`src/rtl/video_ctrl_pkg.sv`:
```
// Shared types and helpers for the video core Avalon control sequencer.
//   seq_state_t : sequencer FSM states
//   DEF_*       : default parameter values
//   idx_width() : counter/index width, $clog2 with a floor of 1
package video_ctrl_pkg;

  typedef enum logic [1:0] {
    IDLE  = 2'd0,
    LATCH = 2'd1,
    WRITE = 2'd2,
    DONE  = 2'd3
  } seq_state_t;

  localparam int unsigned DEF_NUM_CORES       = 2;
  localparam int unsigned DEF_ADDR_W          = 1;
  localparam int unsigned DEF_DATA_W          = 32;
  localparam int unsigned DEF_BYPASS_ADDR     = 0;
  localparam int unsigned DEF_DEBOUNCE_CYCLES = 50000;
  localparam int unsigned DEF_TIMEOUT_CYCLES  = 256;

  function automatic int unsigned idx_width(input int unsigned n);
    return (n > 1) ? $clog2(n) : 1;
  endfunction

endpackage

```
`src/rtl/input_debounce.sv`:
```
// Two-flop synchroniser followed by a stability filter. The output takes the
// synchronised value only once DEBOUNCE_CYCLES consecutive identical samples
// have been seen.
//   clk, rst : clock, async active-high reset
//   din      : raw asynchronous input vector
//   dout     : debounced vector (RESET_VAL after reset)
module input_debounce
  import video_ctrl_pkg::*;
#(
  parameter int unsigned     DEBOUNCE_CYCLES = DEF_DEBOUNCE_CYCLES,
  parameter int unsigned     WIDTH           = 1,
  parameter logic [WIDTH-1:0] RESET_VAL      = '0
) (
  input  logic             clk,
  input  logic             rst,
  input  logic [WIDTH-1:0] din,
  output logic [WIDTH-1:0] dout
);

  localparam int unsigned      CNT_W    = idx_width(DEBOUNCE_CYCLES);
  // samp plus (cnt+1) further equal samples give DEBOUNCE_CYCLES in a row
  localparam logic [CNT_W-1:0] CNT_LAST = CNT_W'(DEBOUNCE_CYCLES - 2);

  logic [WIDTH-1:0] sync1;
  logic [WIDTH-1:0] sync2;
  logic [WIDTH-1:0] samp;
  logic [CNT_W-1:0] cnt;

  // Synchronise, then count how long the synchronised value has been stable
  always_ff @(posedge clk or posedge rst) begin
    if (rst) begin
      sync1 <= RESET_VAL;
      sync2 <= RESET_VAL;
      samp  <= RESET_VAL;
      cnt   <= '0;
      dout  <= RESET_VAL;
    end else begin
      sync1 <= din;
      sync2 <= sync1;
      samp  <= sync2;
      if (sync2 != samp) begin
        cnt <= '0;
      end else if (cnt == CNT_LAST) begin
        dout <= samp;
      end else begin
        cnt <= cnt + CNT_W'(1);
      end
    end
  end

endmodule

```
`src/rtl/video_core_avalon_sequencer.sv`:
```
// Writes the debounced bypass switch setting into each video core's bypass
// CSR, one core at a time, on a button press or (optionally) a switch change.
//   sys_clk, sys_rst : clock, async active-high reset
//   core_bypass      : raw bypass switches, bit k for core k
//   avalon_write     : raw push-button, active-low
//   auto_update      : switch changes also start a sequence
//   avs_*            : per-core Avalon-MM write ports (slice k = core k)
//   busy, done, error: status (done is a one-cycle pulse, error is sticky)
module video_core_avalon_sequencer
  import video_ctrl_pkg::*;
#(
  parameter int unsigned NUM_CORES       = DEF_NUM_CORES,
  parameter int unsigned ADDR_W          = DEF_ADDR_W,
  parameter int unsigned DATA_W          = DEF_DATA_W,
  parameter int unsigned BYPASS_ADDR     = DEF_BYPASS_ADDR,
  parameter int unsigned DEBOUNCE_CYCLES = DEF_DEBOUNCE_CYCLES,
  parameter int unsigned TIMEOUT_CYCLES  = DEF_TIMEOUT_CYCLES
) (
  input  logic                        sys_clk,
  input  logic                        sys_rst,
  input  logic [NUM_CORES-1:0]        core_bypass,
  input  logic                        avalon_write,
  input  logic                        auto_update,
  output logic [NUM_CORES*ADDR_W-1:0] avs_address,
  output logic [NUM_CORES-1:0]        avs_write,
  output logic [NUM_CORES*DATA_W-1:0] avs_writedata,
  input  logic [NUM_CORES-1:0]        avs_waitrequest,
  output logic                        busy,
  output logic                        done,
  output logic                        error
);

  localparam int unsigned      IDX_W    = idx_width(NUM_CORES);
  localparam int unsigned      TMR_W    = idx_width(TIMEOUT_CYCLES);
  localparam logic [IDX_W-1:0] IDX_LAST = IDX_W'(NUM_CORES - 1);
  localparam logic [TMR_W-1:0] TMR_LAST = TMR_W'(TIMEOUT_CYCLES - 1);

  seq_state_t           state;
  logic                 btn_db;
  logic                 btn_prev;
  logic [NUM_CORES-1:0] byp_db;
  logic [NUM_CORES-1:0] byp_prev;
  logic [NUM_CORES-1:0] bypass_q;
  logic [IDX_W-1:0]     idx;
  logic [TMR_W-1:0]     timer;
  logic                 pending;

  logic                 trigger_c;
  logic                 wait_sel_c;
  logic [IDX_W-1:0]     idx_next_c;

  input_debounce #(
    .DEBOUNCE_CYCLES(DEBOUNCE_CYCLES),
    .WIDTH          (1),
    .RESET_VAL      (1'b1)
  ) u_btn_db (
    .clk (sys_clk),
    .rst (sys_rst),
    .din (avalon_write),
    .dout(btn_db)
  );

  input_debounce #(
    .DEBOUNCE_CYCLES(DEBOUNCE_CYCLES),
    .WIDTH          (NUM_CORES),
    .RESET_VAL      ('0)
  ) u_byp_db (
    .clk (sys_clk),
    .rst (sys_rst),
    .din (core_bypass),
    .dout(byp_db)
  );

  // Per-core strobe / address / data vectors with only slice i populated
  function automatic logic [NUM_CORES-1:0] wr_vec(input logic [IDX_W-1:0] i);
    logic [NUM_CORES-1:0] v;
    v = '0;
    for (int unsigned k = 0; k < NUM_CORES; k++) v[k] = (IDX_W'(k) == i);
    return v;
  endfunction

  function automatic logic [NUM_CORES*ADDR_W-1:0] addr_vec(input logic [IDX_W-1:0] i);
    logic [NUM_CORES*ADDR_W-1:0] v;
    v = '0;
    for (int unsigned k = 0; k < NUM_CORES; k++)
      if (IDX_W'(k) == i) v[k*ADDR_W +: ADDR_W] = ADDR_W'(BYPASS_ADDR);
    return v;
  endfunction

  function automatic logic [NUM_CORES*DATA_W-1:0] data_vec(input logic [IDX_W-1:0] i,
                                                           input logic [NUM_CORES-1:0] b);
    logic [NUM_CORES*DATA_W-1:0] v;
    v = '0;
    for (int unsigned k = 0; k < NUM_CORES; k++)
      if (IDX_W'(k) == i) v[k*DATA_W +: DATA_W] = DATA_W'(b[k]);
    return v;
  endfunction

  // Trigger sources merge into one pulse; pick the addressed core's stall
  always_comb begin
    trigger_c  = (btn_prev & ~btn_db) | (auto_update & (byp_db != byp_prev));
    idx_next_c = idx + IDX_W'(1);
    wait_sel_c = 1'b0;
    for (int unsigned k = 0; k < NUM_CORES; k++)
      if (IDX_W'(k) == idx) wait_sel_c = avs_waitrequest[k];
  end

  // Sequencer FSM with registered Avalon and status outputs
  always_ff @(posedge sys_clk or posedge sys_rst) begin
    if (sys_rst) begin
      state         <= IDLE;
      btn_prev      <= 1'b1;
      byp_prev      <= '0;
      bypass_q      <= '0;
      idx           <= '0;
      timer         <= '0;
      pending       <= 1'b0;
      avs_write     <= '0;
      avs_address   <= '0;
      avs_writedata <= '0;
      busy          <= 1'b0;
      done          <= 1'b0;
      error         <= 1'b0;
    end else begin
      btn_prev <= btn_db;
      byp_prev <= byp_db;
      done     <= 1'b0;
      case (state)
        IDLE: begin
          if (trigger_c) begin
            state <= LATCH;
            busy  <= 1'b1;
          end
        end
        LATCH: begin
          if (trigger_c) pending <= 1'b1;
          bypass_q      <= byp_db;
          idx           <= '0;
          timer         <= '0;
          avs_write     <= wr_vec('0);
          avs_address   <= addr_vec('0);
          avs_writedata <= data_vec('0, byp_db);
          state         <= WRITE;
        end
        WRITE: begin
          if (trigger_c) pending <= 1'b1;
          if (!wait_sel_c || (timer == TMR_LAST)) begin
            // Completed or aborted: both advance to the next core
            if (wait_sel_c) error <= 1'b1;
            timer <= '0;
            if (idx == IDX_LAST) begin
              avs_write     <= '0;
              avs_address   <= '0;
              avs_writedata <= '0;
              done          <= 1'b1;
              state         <= DONE;
            end else begin
              idx           <= idx_next_c;
              avs_write     <= wr_vec(idx_next_c);
              avs_address   <= addr_vec(idx_next_c);
              avs_writedata <= data_vec(idx_next_c, bypass_q);
            end
          end else begin
            timer <= timer + TMR_W'(1);
          end
        end
        DONE: begin
          // A trigger landing in this very cycle is folded into the rerun too
          pending <= 1'b0;
          if (pending || trigger_c) begin
            state <= LATCH;
          end else begin
            state <= IDLE;
            busy  <= 1'b0;
          end
        end
        default: begin
          state <= IDLE;
          busy  <= 1'b0;
        end
      endcase
    end
  end

endmodule

```
`config.mk`:
```
export PLATFORM = sky130hd
export DESIGN_NAME = video_core_avalon_sequencer
export DESIGN_NICKNAME = d
export VERILOG_FILES = /design/src/rtl/video_ctrl_pkg.sv /design/src/rtl/input_debounce.sv /design/src/rtl/video_core_avalon_sequencer.sv
export SDC_FILE = /design/constraint.sdc
export NUM_CORES = 1
export LEC_CHECK = 0
export CAP_MARGIN = 15
export CORE_ASPECT_RATIO = 1.25
export CORE_MARGIN = 3
export CORE_UTILIZATION = 30
export DETAILED_ROUTE_END_ITERATION = 7
export PLACE_DENSITY_LB_ADDON = 0.08
export RECOVER_POWER = 100
export SLEW_MARGIN = 20
export SYNTH_ARGS = -nofsm -noshare
export SYNTH_HDL_FRONTEND = slang
export SYNTH_SLANG_ARGS = --single-unit
```
`constraint.sdc`:
```
create_clock -name sys_clk -period 2.65 [get_ports sys_clk]
set_clock_uncertainty 0.05 [all_clocks]
set_input_delay 0.265 -clock sys_clk [delete_from_list [all_inputs] [get_ports sys_clk]]
set_output_delay 0.265 -clock sys_clk [all_outputs]
set_load 0.02 [all_outputs]
```
Yosys cells after proc, flatten, opt, wreduce, memory -nomap -nowiden --
Cells that the tools add are included.
Word-level totals: register bits after elaboration 132, bits of input ports 8, output and inout bits 71
Cells by class: reduce and logical (&&, ||, !) cells 15, equal/unequal tests 16, add/subtract/negate cells 4, bitwise operators 7, muxes and demuxes 32
Operator list (count):
- one-hot mux 64 bit (2 select lines) | 1
- 2-to-1 mux 16 bit | 4
- 2-to-1 mux 64 bit | 1
- 2-to-1 mux 33 bit | 1
- adder 16 x 1 -> 16 bit (second input constant) | 2
- equality test 16 bit (second input constant) | 2
- one-hot mux 8 bit (2 select lines) | 1
- 2-to-1 mux 2 bit | 6
- 2-to-1 mux 1 bit | 11
- AND reduction 3 bit | 3
- adder 8 x 1 -> 8 bit (second input constant) | 1
- equality test 8 bit (second input constant) | 1
- 2-to-1 mux 8 bit | 1
- != test 2 bit (second input constant) | 4
- one-hot mux 2 bit (2 select lines) | 2
- one-hot mux 2 bit (4 select lines) | 1
- AND reduction 2 bit | 4
- != test 2 x 1 -> 1 bit (second input constant) | 3
- one-hot mux 1 bit (2 select lines) | 3
- nonzero test 2 bit | 3
- equality test 2 bit (second input constant) | 2
- != test 2 bit | 2
- NOT 1 bit | 4
- bitwise AND 1 bit | 2
- 8 further kinds | 9

Depth between registers and ports, before layout --
depth in word-level cells 6, mapped depth 7, mapped depth without buffers 6

Cells and area by module --
Synthesis repeated with hierarchy kept, for this count alone.
Unflattened totals: cell total of the unflattened synthesis 377, area, all modules 3736.1 um^2
By module, submodules not included:
- video_core_avalon_sequencer | instances 1, area each 1625.3 um^2, seq. area each 576.8 um^2, cells each 174
- input_debounce at u_byp_db | instances 1, area each 1103.6 um^2, seq. area each 600.6 um^2, cells each 102
- input_debounce at u_btn_db | instances 1, area each 1007.2 um^2, seq. area each 505.5 um^2, cells each 101

Least setup slack after synthesis --
No wires, ideal clock.
kind flip-flop to flip-flop, start reg u_btn_db.cnt[13], end reg u_btn_db.cnt[4], data required time 2475 ps, path slack 567 ps, period minus slack after synthesis 2083 ps, cell stages (with the launch flop) 5, arrival time 1908 ps, cells stage by stage dfrtp_1 -> or4_4 -> or4_4 -> nand4_2 -> mux2_4
On the way: cells in the longest elaborated chain, start to end 2
RTL lines:
- start, declared | RTL line input_debounce.sv:27 | logic [CNT_W-1:0] cnt;
- start signal, assigned | RTL line input_debounce.sv:46 | cnt <= cnt + CNT_W'(1);
- equality test 16 bit | RTL line input_debounce.sv:43 | end else if (cnt == CNT_LAST) begin
- != test 2 x 1 -> 1 bit (no line)
No other way between the ends. A chain may end at the register's enable or synchronous reset.

Final worst setup path --
Ends and elaborated chain as after synthesis.

==> out/metrics.csv <==
stage;metric;value;unit
run_status;status;finished, final reports clean;
cells_and_area;utilization;33.74;%
sta;slew_headroom;35.96;%
power_and_ir_drop;internal_power;0.002043;W
cells_and_area;layout-drive-gt1-share;7.143;%
synth;synth_area;3755;µm²
global_route;met3_usage;3.038;%
power_and_ir_drop;p_sw;0.0009313;W
cells_and_area;diodes;0;
cts;cts_tree;built;
synth;yosys.cell_count.top_type;buf_4;
global_route;grt_pass1_vias;2451;
power_and_ir_drop;peakVddDrop;0.2564;mV
route;drt-total-wl;7.176;mm
synth;syn_avg_cell_area;9.804;µm²
placed_design;numPortBuffers;14;
global_route;grt_max_degree;36;
die;rows;45;
global_route;grtUsageMet2;18.58;%
setup_path;crit_arrival;2.43;ns
setup_path;slowest_delay;0.65;ns
synth;synth_edf_count;0;
setup_path;cp.required;2.81;ns
die;coreArea;12220;µm²
power_and_ir_drop;p_leak;1.827;nW
cts;post_cts_buffers;0;
route;drc;0;
die;floorplan.die.height;131.1;µm
sta;setup-violations-final;0;
route;antenna_left;0;
power_and_ir_drop;finalPower;0.002974;W
cells_and_area;fillerInstances;1283;
hold_path;hold_path_class;register to register;
cts;clockBufferDepth;2;
cts;cts.clk_slew.worst_paths;0.06;ns
synth;synthTopCellsByArea;dfrtp_1 41%, buf_4 13%, nor2_1 3.8%;
cells_and_area;regArea;1683;µm²
global_route;overflow;0;
synth;postSynth.asyncResetShare;100.0;%
setup_path;cp_slowest_cell;or4_1;
route;dr_total_vias;2532;
route;routedWlPerCell;12.59;µm
setup_path;crit_chain;or4_1, or4_1, nand4_2, mux2_4;
sta;worst_pin_slew;0.9606;ns
power_and_ir_drop;swShare;31.31;%
sta;period_needed;2.264;ns
setup_path;cp_common_cell;or4_1;
synth;yosysTopAreaCell;dfrtp_1;
synth;yosysSeqAreaShare;44.82;%
global_route;antenna_found_initial;0;
global_route;grt-busiest-layer;met2;
cts;cts_resized;0;
cells_and_area;synthToLayoutAreaGrowth;9.797;%
global_route;grt_pass1_wl;12.16;mm
synth;syn-instance-count;383;
die;start_util;30.73;%
power_and_ir_drop;seq_power_share;38.7;%
sta;rsz0062_at_grt;false;
placed_design;hpwl;5.203;mm
cts;clock-sinks;67;
cts;clk_latency;0.33;ns
synth;synth-warning-count;0;
synth;synthTopCellsByCount;64 x buf_4, 62 x dfrtp_1, 38 x nor2_1, 21 x o21ai_0, 17 x inv_1;
setup_path;cp-start-kind;register;
sta;finalMaxSlewViolations;0;
placed_design;gp_congestion;0.7509;
die;fp.dieW;106.1;µm
sta;finalCritPeriodShare;85.44;%
route;drtIter0Drc;59;
cells_and_area;nNetsFinal;418;
cts;cts-root-buf;clkbuf_16;
job;cap_viol_max_count;0;
power_and_ir_drop;pwr-share-clk;39.9;%
synth;yosys_most_used_dff;dfrtp_1;
cts;htree_levels;3;
cts;numCtsBuffers;9;
synth;ys_ff_latch;67;
route;via_per_inst;4.442;
route;first_pass_iters;4;
sta;fmax;0.4417;GHz
setup_path;critical_path_class;register to register;
sta;tns;0;ns
synth;synth_top_area_share;41.32;%
global_route;grt_use_total;11.13;%
global_route;met1_usage;13.33;%
synth;synth_cell_types;48;
setup_path;end_kind;register;
power_and_ir_drop;p_per_area;721.5;nW/µm²
cts;cts_hold_buffers;0;
power_and_ir_drop;combPwrFrac;21.4;%
setup_path;crit_fanout;4;
die;ios;79;
sta;hold_viol;0;
die;dieArea;13900;µm²
cells_and_area;multiInputGateArea;1723;µm²
final timing paths:
kind	from	end	slack (ns)	cells after the start
min	u_byp_db.sync1[1]$_DFF_PP0_	u_byp_db.sync2[1]$_DFF_PP0_	0.30	0
min in group asynchronous	sys_rst	u_byp_db.samp[0]$_DFF_PP0_	0.43	2
max reg2reg	u_btn_db.cnt[13]$_DFFE_PP0N_	u_btn_db.cnt[4]$_DFFE_PP0N_	0.39	4
min reg2reg	u_byp_db.sync1[1]$_DFF_PP0_	u_byp_db.sync2[1]$_DFF_PP0_	0.30	0
max	u_btn_db.cnt[13]$_DFFE_PP0N_	u_btn_db.cnt[4]$_DFFE_PP0N_	0.39	4
max in group asynchronous	sys_rst	u_btn_db.cnt[0]$_DFFE_PP0N_	0.80	3
cells in the final DEF, fill, tap and decap left out, types with 3 or more instances in the layout:
master	n
a21oi_1	13
a22o_1	4
and3_1	4
and4_1	7
clkbuf_1	3
clkbuf_16	9
clkdlybuf4s50_1	3
clkinv_2	3
conb_1	64
dfrtp_1	62
dfstp_2	3
dlygate4sd3_1	11
ha_1	9
inv_1	17
mux2_2	6
mux2i_1	5
nand2_1	16
nand3_1	11
nand4_1	14
nor2_1	38
nor2b_1	3
nor3_1	6
nor4b_1	4
o21ai_0	22
o2bb2ai_1	3
or3_1	8
or4_1	3
xnor2_1	8
xor2_1	14
power groups by stage:
stage                     registers, W  clock network [W]  logic (W)
after CTS                      0.00115            0.00122   0.000663
after detailed placement       0.00117                  0   0.000662
after global routing           0.00116            0.00127   0.000744
after global placement         0.00117                  0   0.000655
final                          0.00115            0.00119   0.000637
after floorplan                0.00117                  0   0.000550
area by class of cell:
cell class | count | area share (%)
multi-input combinational | 289 | 41.79
clock inverter | 5 | 1.275
inverter | 17 | 1.548
clock buffer | 11 | 5.888
tap | 164 | 4.977
sequential | 67 | 40.82
timing repair buffer | 17 | 3.703
kinds of logic after synthesis:
| kind of cell | synth area share [%] |
|---|---|
| AOI/OAI and AO/OA | 9.163 |
| xor gates and xnor gates | 5.132 |
| DFF | 44.82 |
| adders and majority gates | 2.999 |
| muxes | 3.532 |
| other | 0.09987 |
| buffers and inverters | 15.39 |
| and+or+nand+nor | 18.86 |
sequential cells by signal, summed over array words and instances, names as in the netlist:
signal          flops
btn_prev            1
timer               8
idx                 1
done                1
avs_writedata       2
u_byp_db.sync2      2
busy                1
error               1
u_byp_db.sync1      2
u_btn_db.samp       1
state               2
bypass_q            1
pending             1
u_byp_db.cnt       16
avs_write           2
u_byp_db.dout       2
u_btn_db.sync2      1
byp_prev            2
u_btn_db.sync1      1
u_btn_db.cnt       16
u_btn_db.dout       1
u_byp_db.samp       2
worst max-delay path: cells and delay by family, from the launching register on:
kind | cells | cell delay [ns]
DFF | 1 | 0.41
muxes | 1 | 0.30
and+or+nand+nor | 3 | 1.39
routing by layer:
| metal | routed length, µm | vias up |
|---|---|---|
| met2 | 3640 | 39 |
| met1 | 3144 | 1245 |
| met3 | 272 | 7 |
| li1 | - | 1241 |
| met5 | 0 | - |
| met4 | 119 | 0 |
per-stage QoR:
stage / setup WS, ns / cell area [µm²] / hold slack, ns / std cells
after global routing: 0.3068 / 4123 / 0.3110 / 570
after detailed placement: 0.4983 / 3857 / 0.2910 / 554
final: 0.3858 / 4123 / 0.2978 / 570
after floorplan: 0.5673 / 3991 / 0.2195 / 446
after global placement: 0.5100 / 3857 / 0.2859 / 554
after CTS: 0.4850 / 4153 / 0.2137 / 570
(Power assumes the default switching activity.)
